<file path="config.mk">
export PLATFORM = sky130hd
export DESIGN_NAME = uart_tx_param
export DESIGN_NICKNAME = d
export VERILOG_FILES = /design/src/rtl/uart_tx_param.sv
export SDC_FILE = /design/constraint.sdc
export NUM_CORES = 1
export LEC_CHECK = 0
export ABC_AREA = 0
export CELL_PAD_IN_SITES_DETAIL_PLACEMENT = 1
export CELL_PAD_IN_SITES_GLOBAL_PLACEMENT = 2
export CORE_MARGIN = 2
export CORE_UTILIZATION = 30
export DETAILED_ROUTE_END_ITERATION = 10
export PLACE_DENSITY = 0.78
export SLEW_MARGIN = 20
export SYNTH_ARGS = -nofsm -noshare
export SYNTH_HDL_FRONTEND = slang
export SYNTH_SLANG_ARGS = --single-unit
</file>
<file path="constraint.sdc">
create_clock -name clk -period 1.45 [get_ports clk]
set_input_delay 0.29 -clock clk [delete_from_list [all_inputs] [get_ports clk]]
set_output_delay 0.29 -clock clk [all_outputs]
set_load 0.02 [all_outputs]
</file>
<file path="src/rtl/uart_tx_param.sv">
// Parametrised UART transmitter: baud divider, 5-9 data bits, optional parity, 1-2 stop bits.
// Define UART_TX_FIFO_EN to place a FIFO_DEPTH-entry input FIFO in front of the serialiser.
module uart_tx_param #(
    parameter int unsigned CLK_DIV    = 4,
    parameter int unsigned DATA_BITS  = 8,
    parameter int unsigned PARITY     = 0,
    parameter int unsigned STOP_BITS  = 1,
    parameter int unsigned FIFO_DEPTH = 4
) (
    input  logic                 clk,
    input  logic                 rst,
    input  logic                 data_valid,
    input  logic [DATA_BITS-1:0] data,
    output logic                 data_ready,
    output logic                 tx,
    output logic                 busy,
    output logic                 tx_done
);
    localparam int unsigned BAUD_W     = $clog2(CLK_DIV);
    localparam int unsigned BIT_W      = $clog2(DATA_BITS);
    localparam bit          HAS_PARITY = (PARITY == 1) || (PARITY == 2);
    localparam bit          ODD_PARITY = (PARITY == 1);

    if (CLK_DIV < 2) begin : g_chk_clk_div
        $error("uart_tx_param: CLK_DIV must be 2 or more");
    end
    if (DATA_BITS < 5 || DATA_BITS > 9) begin : g_chk_data_bits
        $error("uart_tx_param: DATA_BITS must be 5..9");
    end
    if (PARITY > 3) begin : g_chk_parity
        $error("uart_tx_param: PARITY must be 0..3");
    end
    if (STOP_BITS < 1 || STOP_BITS > 2) begin : g_chk_stop_bits
        $error("uart_tx_param: STOP_BITS must be 1 or 2");
    end
    if (FIFO_DEPTH < 2 || (FIFO_DEPTH & (FIFO_DEPTH - 1)) != 0) begin : g_chk_fifo_depth
        $error("uart_tx_param: FIFO_DEPTH must be a power of two, 2 or more");
    end

    typedef enum logic [2:0] {S_IDLE, S_START, S_DATA, S_PARITY, S_STOP} state_e;

    state_e               state_q;
    logic [BAUD_W-1:0]    baud_q;
    logic [BIT_W-1:0]     bit_q;
    logic [DATA_BITS-1:0] shreg_q;
    logic                 par_q;
    logic                 tx_q;
    logic                 tx_done_q;

    logic                 tick_c;
    logic                 last_stop_c;
    logic                 pre_last_stop_c;
    logic                 load_c;
    logic [DATA_BITS-1:0] load_data_c;

    assign tick_c          = (baud_q == BAUD_W'(CLK_DIV - 1));
    assign last_stop_c     = (state_q == S_STOP) && tick_c && (bit_q == BIT_W'(STOP_BITS - 1));
    // tx_done is registered, so it is armed one cycle ahead of the final stop tick
    assign pre_last_stop_c = (state_q == S_STOP) && (baud_q == BAUD_W'(CLK_DIV - 2))
                             && (bit_q == BIT_W'(STOP_BITS - 1));

`ifdef UART_TX_FIFO_EN
    localparam int unsigned PTR_W = $clog2(FIFO_DEPTH);
    localparam int unsigned CNT_W = PTR_W + 1;

    logic [DATA_BITS-1:0] mem_q [FIFO_DEPTH];
    logic [PTR_W-1:0]     wptr_q;
    logic [PTR_W-1:0]     rptr_q;
    logic [CNT_W-1:0]     count_q;
    logic                 push_c;
    logic                 full_c;
    logic                 empty_c;

    assign full_c      = (count_q == CNT_W'(FIFO_DEPTH));
    assign empty_c     = (count_q == '0);
    assign push_c      = data_valid && !full_c;
    assign load_c      = ((state_q == S_IDLE) || last_stop_c) && !empty_c;
    assign load_data_c = mem_q[rptr_q];
    assign data_ready  = !full_c;
    assign busy        = (state_q != S_IDLE) || !empty_c;

    always_ff @(posedge clk) begin
        if (push_c) begin
            mem_q[wptr_q] <= data;
        end
    end

    always_ff @(posedge clk or posedge rst) begin
        if (rst) begin
            wptr_q  <= '0;
            rptr_q  <= '0;
            count_q <= '0;
        end else begin
            if (push_c) begin
                wptr_q <= wptr_q + PTR_W'(1);
            end
            if (load_c) begin
                rptr_q <= rptr_q + PTR_W'(1);
            end
            count_q <= count_q + CNT_W'(push_c) - CNT_W'(load_c);
        end
    end
`else
    assign data_ready  = (state_q == S_IDLE) || last_stop_c;
    assign load_c      = data_valid && data_ready;
    assign load_data_c = data;
    assign busy        = (state_q != S_IDLE);
`endif

    // Serialiser: a load always lands in START, also straight from the final stop tick
    always_ff @(posedge clk or posedge rst) begin
        if (rst) begin
            state_q   <= S_IDLE;
            baud_q    <= '0;
            bit_q     <= '0;
            shreg_q   <= '0;
            par_q     <= 1'b0;
            tx_q      <= 1'b1;
            tx_done_q <= 1'b0;
        end else begin
            tx_done_q <= pre_last_stop_c;
            baud_q    <= (state_q == S_IDLE || tick_c) ? '0 : baud_q + BAUD_W'(1);
            if (load_c) begin
                state_q <= S_START;
                baud_q  <= '0;
                bit_q   <= '0;
                shreg_q <= load_data_c;
                par_q   <= (^load_data_c) ^ ODD_PARITY;
                tx_q    <= 1'b0;
            end else begin
                case (state_q)
                    S_IDLE: begin
                        tx_q <= 1'b1;
                    end
                    S_START: begin
                        if (tick_c) begin
                            state_q <= S_DATA;
                            bit_q   <= '0;
                            tx_q    <= shreg_q[0];
                            shreg_q <= shreg_q >> 1;
                        end
                    end
                    S_DATA: begin
                        if (tick_c) begin
                            if (bit_q == BIT_W'(DATA_BITS - 1)) begin
                                bit_q <= '0;
                                if (HAS_PARITY) begin
                                    state_q <= S_PARITY;
                                    tx_q    <= par_q;
                                end else begin
                                    state_q <= S_STOP;
                                    tx_q    <= 1'b1;
                                end
                            end else begin
                                bit_q   <= bit_q + BIT_W'(1);
                                tx_q    <= shreg_q[0];
                                shreg_q <= shreg_q >> 1;
                            end
                        end
                    end
                    S_PARITY: begin
                        if (tick_c) begin
                            state_q <= S_STOP;
                            bit_q   <= '0;
                            tx_q    <= 1'b1;
                        end
                    end
                    S_STOP: begin
                        if (tick_c) begin
                            if (bit_q == BIT_W'(STOP_BITS - 1)) begin
                                state_q <= S_IDLE;
                                bit_q   <= '0;
                            end else begin
                                bit_q <= bit_q + BIT_W'(1);
                            end
                        end
                    end
                    default: begin
                        state_q <= S_IDLE;
                        tx_q    <= 1'b1;
                    end
                endcase
            end
        end
    end

    assign tx      = tx_q;
    assign tx_done = tx_done_q;

endmodule

</file>
==> summary.txt, run 1 <==
Status
  – Status: finished, violations left
  – Failing checks: setup timing

Routing
  – Met3 wire length: 76 µm
  – Vias/cell: 4.87
  – Overall routed net length: 2730 µm
  – Vias: 871
  – Number of routed nets with antenna violations: 0
  – Met2 Wirelength: 1410 µm
  – Initial DRC count: 22
  – Drt drc: 0
  – Pre-Repair DR Iteration Count: 4
  – DR top layer: met4
  – Met1 WL: 1190 µm
  – Wire per inst: 15.3 µm

Logic synthesis
  – Seq cells post-synth: 18
  – Post-synthesis net count: 106
  – Most frequent cell after synthesis: dfrtp_1
  – Cell Area, Synth: 991 µm²
  – EDFF count, synth: 0
  – Ys Warns: 0
  – Synth area leader: dfrtp_1
  – Top cell type's share of synthesized area: 42.9%
  – Top cells by instance count after synthesis: dfrtp_1, inv_1, o21a_1, o22a_2, nor2_1
  – Share of the yosys chip area belonging to registers: 45.6%
  – Post-synth ARST share: 100%
  – Synth Area per Inst: 11.0 µm²
  – Cells after Synth: 90
  – Netlist cell types: 31
  – Post-synth top flop: dfrtp_1
  – Top cells by area, synth: dfrtp_1, o22a_2, ha_1, o21a_1, dfstp_2

STA
  – Tightest Pin Transition: 421 ps
  – Final setup fails: 15
  – Setup WS post-layout: -346 ps
  – Clock Skews: 4.12 ps
  – F_max: 557 MHz
  – Final period util: 124%
  – Crit path time final: 1800 ps
  – Slew HR: 71.9%
  – Final hold vios: 0
  – RSZ-0062 raised after global routing: true
  – Fin. max-slew vios: 0

Placement
  – Placed insts: 163
  – Final HPWL DP: 1810 µm
  – Placed Area: 1310 µm²
  – I/O Buffers: 14
  – Routability Congestion: 0.753

Clock tree
  – Clock Latency Late Sink: 310 ps
  – Worst-path clk slew: 110 ps
  – CTS Hold Buffers Added: 0
  – Clock Sink Count: 18
  – CTS tree: done
  – Root Buffer: clkbuf_4
  – H-Tree Depth: 1
  – TritonCTS Buffers: 3
  – Max Buffers Root-to-Sink: 2

Worst hold path
  – Worst hold-check path type: input port to asynchronous set/reset pin

Pwr
  – Power Dens Cells: 1830 nW/µm²
  – Peak VDD IR: 0.000731 V
  – Leakage: 0.663 nW

Global routing
  – Global-route wire length before repair: 4440 µm
  – Initial antenna violation count: 0
  – Grt ovf: 0
  – Total GRT Usage: 16.4%
  – Vias in the first global route: 933
  – Largest net degree at the start of global routing: 19

Cells and area
  – Area of the multi-input gates: 629 µm²
  – Non-filler instance count after layout: 179
  – Antenna diodes: 0
  – Area delta synth->final: 60.6%
  – Final Util: 51.3%
  – Nets@finish: 152
  – Final-layout fill cell count: 354
  – Layout cells sized above 1: 54.1%
  – Reg area: 452 µm²
  – Cell area after layout: 1590 µm²

Worst setup path
  – Slack of the worst reg-to-reg path: -350 ps
  – Worst-path fanout max: 4
  – Setup crit end kind: flop
  – Worst EP arrival: 2010 ps
  – CP startpoint kind: flop
  – Worst EP required: 1660 ps
  – Critical Setup Path Class: flop to flop

Job
  – Maxcap violations: 0

Floorplanning
  – Initial Util: 31.9%
  – Core Region: 3100 µm²
  – Die height: 61.5 µm
  – Die Area: 3780 µm²
  – I/O pin count: 15
  – Die width: 61.5 µm
  – Row count: 20
-- cell type report --
class,count,share of cell area (%)
sequential,18,28.4
timing repair buffer,44,24.7
multi-input combinational,62,39.5
inverter,7,1.65
clock buffer,4,2.28
tap,44,3.46
-- cells in the final DEF, fill, tap and decap left out, drive strengths merged, types with 2 or more instances in the layout --
cell / n
clkbuf: 4
nand3: 2
dfrtp: 17
nor2b: 4
nand2b: 2
o22ai: 2
o22a: 7
inv: 7
nor2: 7
clkdlybuf4s50: 10
a21oi: 2
a32oi: 2
buf: 33
o21a: 7
ha: 5
o21ai: 4
nand2: 5
nor3: 4
-- cells by family (layout without fill, tap and decap cells) --
logic type                 Yosys count  count (layout)  synth area share [%]
adders and majority gates            5               5                  6.31
buffers and inverters               11              55                  6.19
DFF                                 18              18                  45.6
and+or+nand+nor                     28              28                  16.9
muxes                                1               1                  1.01
AOI/OAI and AO/OA                   27              28                  24.0
-- power breakdown --
| part | switching, mW | total, mW | internal (mW) |
|---|---|---|---|
| clock | 0.173 | 0.326 | 0.154 |
| sequential | 0.119 | 0.820 | 0.702 |
| combinational | 0.825 | 1.76 | 0.932 |
-- routing by layer --
layer | global-route usage, % | up-vias
met5 | 0 | -
met4 | 6.99 | 0
met3 | 2.73 | 6
met2 | 27.4 | 14
met1 | 20.9 | 436
li1 | - | 415
-- worst max-delay path, cell delays in order, from the launching register on --
cell and delay [ps]:
dfrtp_1 410, buf_4 140, buf_6 110, ha_4 150, ha_4 170, nor3b_4 290
o21ai_4 130, o22a_2 200, o21a_1 90
-- registers in the layout, summed over array words and instances (netlist names) --
register,count
shreg_q,8
state_q,3
bit_q,3
tx,1
tx_done,1
baud_q,2
-- what timing repair did --
action                                  CTS  global route
buffers inserted                          7             4
gates cloned                              1             0
resized for setup                        28            24
endpoints found under the setup margin   17            17
pin swaps                                14            10
-- final timing paths --
kind / startpoint / to / cells past startpoint
setup / recovery: bit_q[0]$_DFFE_PP0P_ / shreg_q[6]$_DFFE_PP0P_ / 8
hold / removal: rst / shreg_q[3]$_DFFE_PP0P_ / 3
setup reg to reg: bit_q[0]$_DFFE_PP0P_ / shreg_q[6]$_DFFE_PP0P_ / 8
hold reg to reg: shreg_q[3]$_DFFE_PP0P_ / shreg_q[3]$_DFFE_PP0P_ / 1
max in group asynchronous: rst / tx$_DFFE_PP1P_ / 3
min in group clk: shreg_q[3]$_DFFE_PP0P_ / shreg_q[3]$_DFFE_PP0P_ / 1
-- through the flow --
step                TNS [ps]  setup slack, ps  hold slack [ps]  total power [mW]
global route           -5270             -418              315              3.12
floorplan               -616            -83.6              228              1.64
CTS                    -2750             -320              285              2.71
finish                 -4290             -346              282              2.90
global placement       -3060             -392              477              2.07
detailed placement     -3590             -429              485              2.14
(Power assumes the default switching activity.)
==> run 2, diff against run 1 <==
- CORE_UTILIZATION: 30 -> 32
- CTS_BUF_LIST: default -> sky130_fd_sc_hd__clkbuf_2
- PLACE_DENSITY: 0.78 -> 0.82
==> summary.txt, run 2 (synthesized netlist as in run 1, its figures left out) <==
STA
  – Crit path time final: 1740 ps
  – Setup WS post-layout: -290 ps
  – Final setup TNS: -2380 ps
  – Final hold vios: 0
  – Clock Skews: 7.98 ps
  – Final period util: 120%
  – Tightest Pin Transition: 360 ps
  – F_max: 575 MHz
  – Final setup fails: 14
  – RSZ-0062 raised after global routing: true
  – Fin. max-slew vios: 0
  – Slew HR: 75.9%

Clock tree
  – Clock Latency Late Sink: 310 ps
  – H-Tree Depth: 1
  – CTS Hold Buffers Added: 0
  – Worst-path clk slew: 170 ps
  – Max Buffers Root-to-Sink: 2
  – CTS tree: done
  – Root Buffer: clkbuf_2
  – TritonCTS Buffers: 3
  – Clock Sink Count: 18

Pwr
  – Power Dens Cells: 1730 nW/µm²
  – Leakage: 0.602 nW
  – Peak VDD IR: 0.000605 V

Global routing
  – Grt ovf: 0
  – Initial antenna violation count: 0
  – Total GRT Usage: 15.7%
  – Vias in the first global route: 890
  – Largest net degree at the start of global routing: 19
  – Global-route wire length before repair: 4170 µm

Cells and area
  – Most frequent cells in the layout: buf_4, dfrtp_1, clkdlybuf4s50_1
  – Largest regs: shreg_q (8), bit_q (3), state_q (3)
  – Commonest non-fill, non-tap cell in the layout: buf_4
  – Area delta synth->final: 46.1%
  – Final Util: 48.2%
  – Nets@finish: 143
  – Most flops, register: shreg_q
  – Number of flip-flops in the largest register: 8
  – Cell area after layout: 1450 µm²
  – Antenna diodes: 0
  – Final-layout fill cell count: 337
  – Layout cells sized above 1: 45.2%

Worst setup path
  – Worst EP required: 1160 ps
  – Crit-path cells: inv_2 -> ha_4 -> and3b_4 -> nor2_2 -> nor3_2 -> buf_4
  – Slack of the worst reg-to-reg path: -240 ps
  – Critical Setup Path Class: flop to primary output
  – Worst-path fanout max: 2
  – Worst EP arrival: 1450 ps
  – Setup crit end kind: primary output
  – Reg2reg start: bit_q[1]$_DFFE_PP0P_
  – CP max-delay cell: dfrtp_1
  – CP Launch Point: bit_q[0]$_DFFE_PP0P_
  – Highest cell delay on the worst timing path: 420 ps
  – CP startpoint kind: flop

Floorplanning
  – Die width: 59.7 µm
  – Die height: 59.7 µm
  – Initial Util: 33.0%
  – Core Region: 3000 µm²
  – Row count: 20
  – I/O pin count: 15
  – Die Area: 3560 µm²

Routing
  – Number of routed nets with antenna violations: 0
  – Vias: 813
  – Drt drc: 0
  – Wire per inst: 15.1 µm
  – Vias/cell: 5.11
  – Pre-Repair DR Iteration Count: 2
  – Overall routed net length: 2400 µm
  – Initial DRC count: 10

Placement
  – Routability Congestion: 0.768
  – Placed Area: 1280 µm²
  – I/O Buffers: 14
  – Final HPWL DP: 1720 µm

Job
  – Maxcap violations: 0

Worst hold path
  – Worst hold-check path type: input port to asynchronous set/reset pin

Status
  – Status: finished, violations left
  – Failing checks: setup timing
[run 2: repair_timing]
action	CTS	global route
gates resized for setup	21	14
pin swaps	1	4
setup endpoints to repair	19	18
cloned	1	0
setup buffers	2	1
[run 2: routing by layer]
layer  vias to the layer above  part of all wire [%]  GRT usage (%)
li1                        397                     -              -
met1                       406                    45           20.0
met2                         6                    52           26.7
met3                         4                   2.0           2.60
met4                         0                   1.3           5.71
met5                         -                     0              0
[run 2: final timing paths]
kind | to | depth (start not counted)
max | data_ready | 6
min reg2reg | shreg_q[5]$_DFFE_PP0P_ | 1
max in group asynchronous | tx$_DFFE_PP1P_ | 3
min | shreg_q[1]$_DFFE_PP0P_ | 3
max reg2reg | shreg_q[0]$_DFFE_PP0P_ | 7
min in group clk | shreg_q[5]$_DFFE_PP0P_ | 1
[run 2: power breakdown]
group / switching (mW) / internal, mW / total, mW / leakage (nW)
clock: 0.156 / 0.0599 / 0.216 / 0.0140
sequential: 0.0971 / 0.699 / 0.796 / 0.218
combinational: 0.723 / 0.772 / 1.50 / 0.370
total: 0.977 / 1.53 / 2.51 / 0.602
[run 2: cell type report]
type | instances | area [µm²] | area share [%]
repair buffers | 36 | 329 | 22.7
flip-flops and latches | 18 | 452 | 31.2
inverters | 7 | 26.3 | 1.82
clock inverters | 1 | 3.75 | 0.259
clock buffers | 3 | 15.0 | 1.04
well taps | 33 | 41.3 | 2.85
multi-input cells | 61 | 581 | 40.1
[run 2: critical path, delay by kind of cell (launching register included)]
family / cells / cell delay [ps]
simple gates: 3 / 350
buf+inv: 2 / 240
fa+ha+maj: 1 / 130
flops: 1 / 420
[run 2: per-stage QoR]
| stage | hold WS [ps] | std cells | power, mW | setup slack, ps |
|---|---|---|---|---|
| finish | 274 | 159 | 2.51 | -290 |
| global route | 257 | 159 | 2.72 | -414 |
| CTS | 271 | 158 | 2.43 | -310 |
| detailed placement | 485 | 151 | 2.09 | -434 |
| global placement | 475 | 151 | 2.04 | -381 |
| floorplan | 228 | 90 | 1.64 | -83.6 |
==> run 3, diff against run 2 <==
- CTS_BUF_LIST: sky130_fd_sc_hd__clkbuf_2 -> sky130_fd_sc_hd__clkbuf_4
==> summary.txt, run 3 (synthesized netlist as in run 1, its figures left out) <==
Placement
  – Routability Congestion: 0.768
  – Setup WS pre-CTS: -434 ps
  – Final HPWL DP: 1720 µm
  – I/O Buffers: 14
  – Placed Area: 1280 µm²
  – Placed insts: 151

STA
  – Setup WS post-layout: -298 ps
  – Final period util: 121%
  – Tightest Pin Transition: 476 ps
  – Clock Skews: 6.88 ps
  – Final hold vios: 0
  – F_max: 572 MHz
  – Crit path time final: 1750 ps
  – RSZ-0062 raised after global routing: true
  – Final setup TNS: -2910 ps
  – Slew HR: 68.2%
  – Final setup fails: 13
  – Fin. max-slew vios: 0
  – Final hold slack: 292 ps

Worst setup path
  – Reg2reg start: bit_q[1]$_DFFE_PP0P_
  – Worst EP arrival: 1960 ps
  – Setup crit end kind: flop
  – Worst path depth: 8
  – Crit-path cells: buf_4 -> ha_4 -> ha_4 -> nor3b_4 -> buf_4 -> o21ai_4 -> o22a_2 -> o21a_1
  – CP endpoint: shreg_q[0]$_DFFE_PP0P_
  – R2R Path End: shreg_q[0]$_DFFE_PP0P_
  – CP max-delay cell: dfrtp_1
  – R2R cell count: 8
  – Crit-path leading delay family: flip-flops
  – Worst path bufs/invs: 2
  – CP Launch Point: bit_q[1]$_DFFE_PP0P_
  – Worst-path fanout max: 5
  – Worst EP required: 1660 ps
  – Critical Setup Path Class: flop to flop
  – Highest cell delay on the worst timing path: 400 ps
  – CP startpoint kind: flop
  – Slack of the worst reg-to-reg path: -300 ps

Job
  – Maxcap violations: 0

Global routing
  – Initial antenna violation count: 0
  – Global-route wire length before repair: 4420 µm
  – Largest net degree at the start of global routing: 19
  – Vias in the first global route: 919
  – Grt ovf: 0
  – Total GRT Usage: 16.6%

Cells and area
  – Area delta synth->final: 49.5%
  – Antenna diodes: 0
  – Most frequent cells in the layout: buf_4, dfrtp_1, clkdlybuf4s50_1
  – Nets@finish: 146
  – Final Util: 49.3%
  – Area of the multi-input gates: 582 µm²
  – Number of flip-flops in the largest register: 8
  – Reg area: 452 µm²
  – Most flops, register: shreg_q
  – Commonest non-fill, non-tap cell in the layout: buf_4
  – Non-filler instance count after layout: 162
  – Cell area after layout: 1480 µm²
  – Final-layout fill cell count: 335
  – Largest regs: shreg_q (8), bit_q (3), state_q (3)
  – Layout cells sized above 1: 45.7%

Clock tree
  – CTS Hold Buffers Added: 0
  – CTS tree: done
  – Worst-path clk slew: 110 ps
  – Clock Latency Late Sink: 310 ps
  – TritonCTS Buffers: 3
  – H-Tree Depth: 1
  – Root Buffer: clkbuf_4
  – Max Buffers Root-to-Sink: 2
  – Clock Sink Count: 18

Floorplanning
  – Die width: 59.7 µm
  – I/O pin count: 15
  – Die height: 59.7 µm
  – Row count: 20
  – Die Area: 3560 µm²
  – Core Region: 3000 µm²
  – Initial Util: 33.0%

Pwr
  – Power Dens Cells: 1780 nW/µm²
  – PnR Total Power: 2.63 mW
  – Leakage: 0.616 nW
  – Peak VDD IR: 0.000582 V

Routing
  – Vias/cell: 5.23
  – Number of routed nets with antenna violations: 0
  – Drt drc: 0
  – Overall routed net length: 2590 µm
  – Wire per inst: 16.0 µm
  – Pre-Repair DR Iteration Count: 3
  – Initial DRC count: 25
  – Vias: 847

Status
  – Status: finished, violations left
  – Failing checks: setup timing

Worst hold path
  – Worst hold-check path type: input port to asynchronous set/reset pin
## run 3: layout make-up
class | instances | share of cell area, %
sequential | 18 | 30.5
multi-input combinational | 62 | 39.3
clock inverter | 1 | 0.253
inverter | 7 | 1.77
timing repair buffer | 38 | 23.9
clock buffer | 3 | 1.52
tap | 33 | 2.79
## run 3: worst min-delay path, stage by stage
cell and delay [ps]:
clkdlybuf4s50_1 400, inv_1 50, buf_4 250
## run 3: worst min-delay path by stage
| stage | depth (start not counted) | to | from |
|---|---|---|---|
| finish | 3 | shreg_q[0]$_DFFE_PP0P_ | rst |
| global route | 3 | shreg_q[0]$_DFFE_PP0P_ | rst |
| CTS | 3 | shreg_q[0]$_DFFE_PP0P_ | rst |
| detailed placement | 1 | shreg_q[5]$_DFFE_PP0P_ | shreg_q[5]$_DFFE_PP0P_ |
| global placement | 1 | shreg_q[2]$_DFFE_PP0P_ | shreg_q[2]$_DFFE_PP0P_ |
| floorplan | 1 | baud_q[0]$_DFF_PP0_ | rst |
## run 3: where the power goes
| group | total [mW] | switching, mW | internal (mW) | leakage, nW |
|---|---|---|---|---|
| Sequential | 0.801 | 0.0997 | 0.701 | 0.218 |
| Combinational | 1.56 | 0.759 | 0.805 | 0.383 |
| Clock | 0.266 | 0.165 | 0.101 | 0.0154 |
## run 3: metal layers
layer | up-vias | wire length [µm] | track usage (%)
met3 | 7 | 46 | 2.60
met4 | 0 | 70 | 5.71
met1 | 427 | 1140 | 21.8
li1 | 404 | - | -
met2 | 9 | 1330 | 27.8
met5 | - | 0 | 0
## run 3: repair_timing
| action | in CTS | in global routing |
|---|---|---|
| setup endpoints to repair | 19 | 18 |
| pin swaps | 9 | 6 |
| cloned | 2 | 0 |
| gates resized for setup | 21 | 13 |
| setup buffers | 2 | 3 |
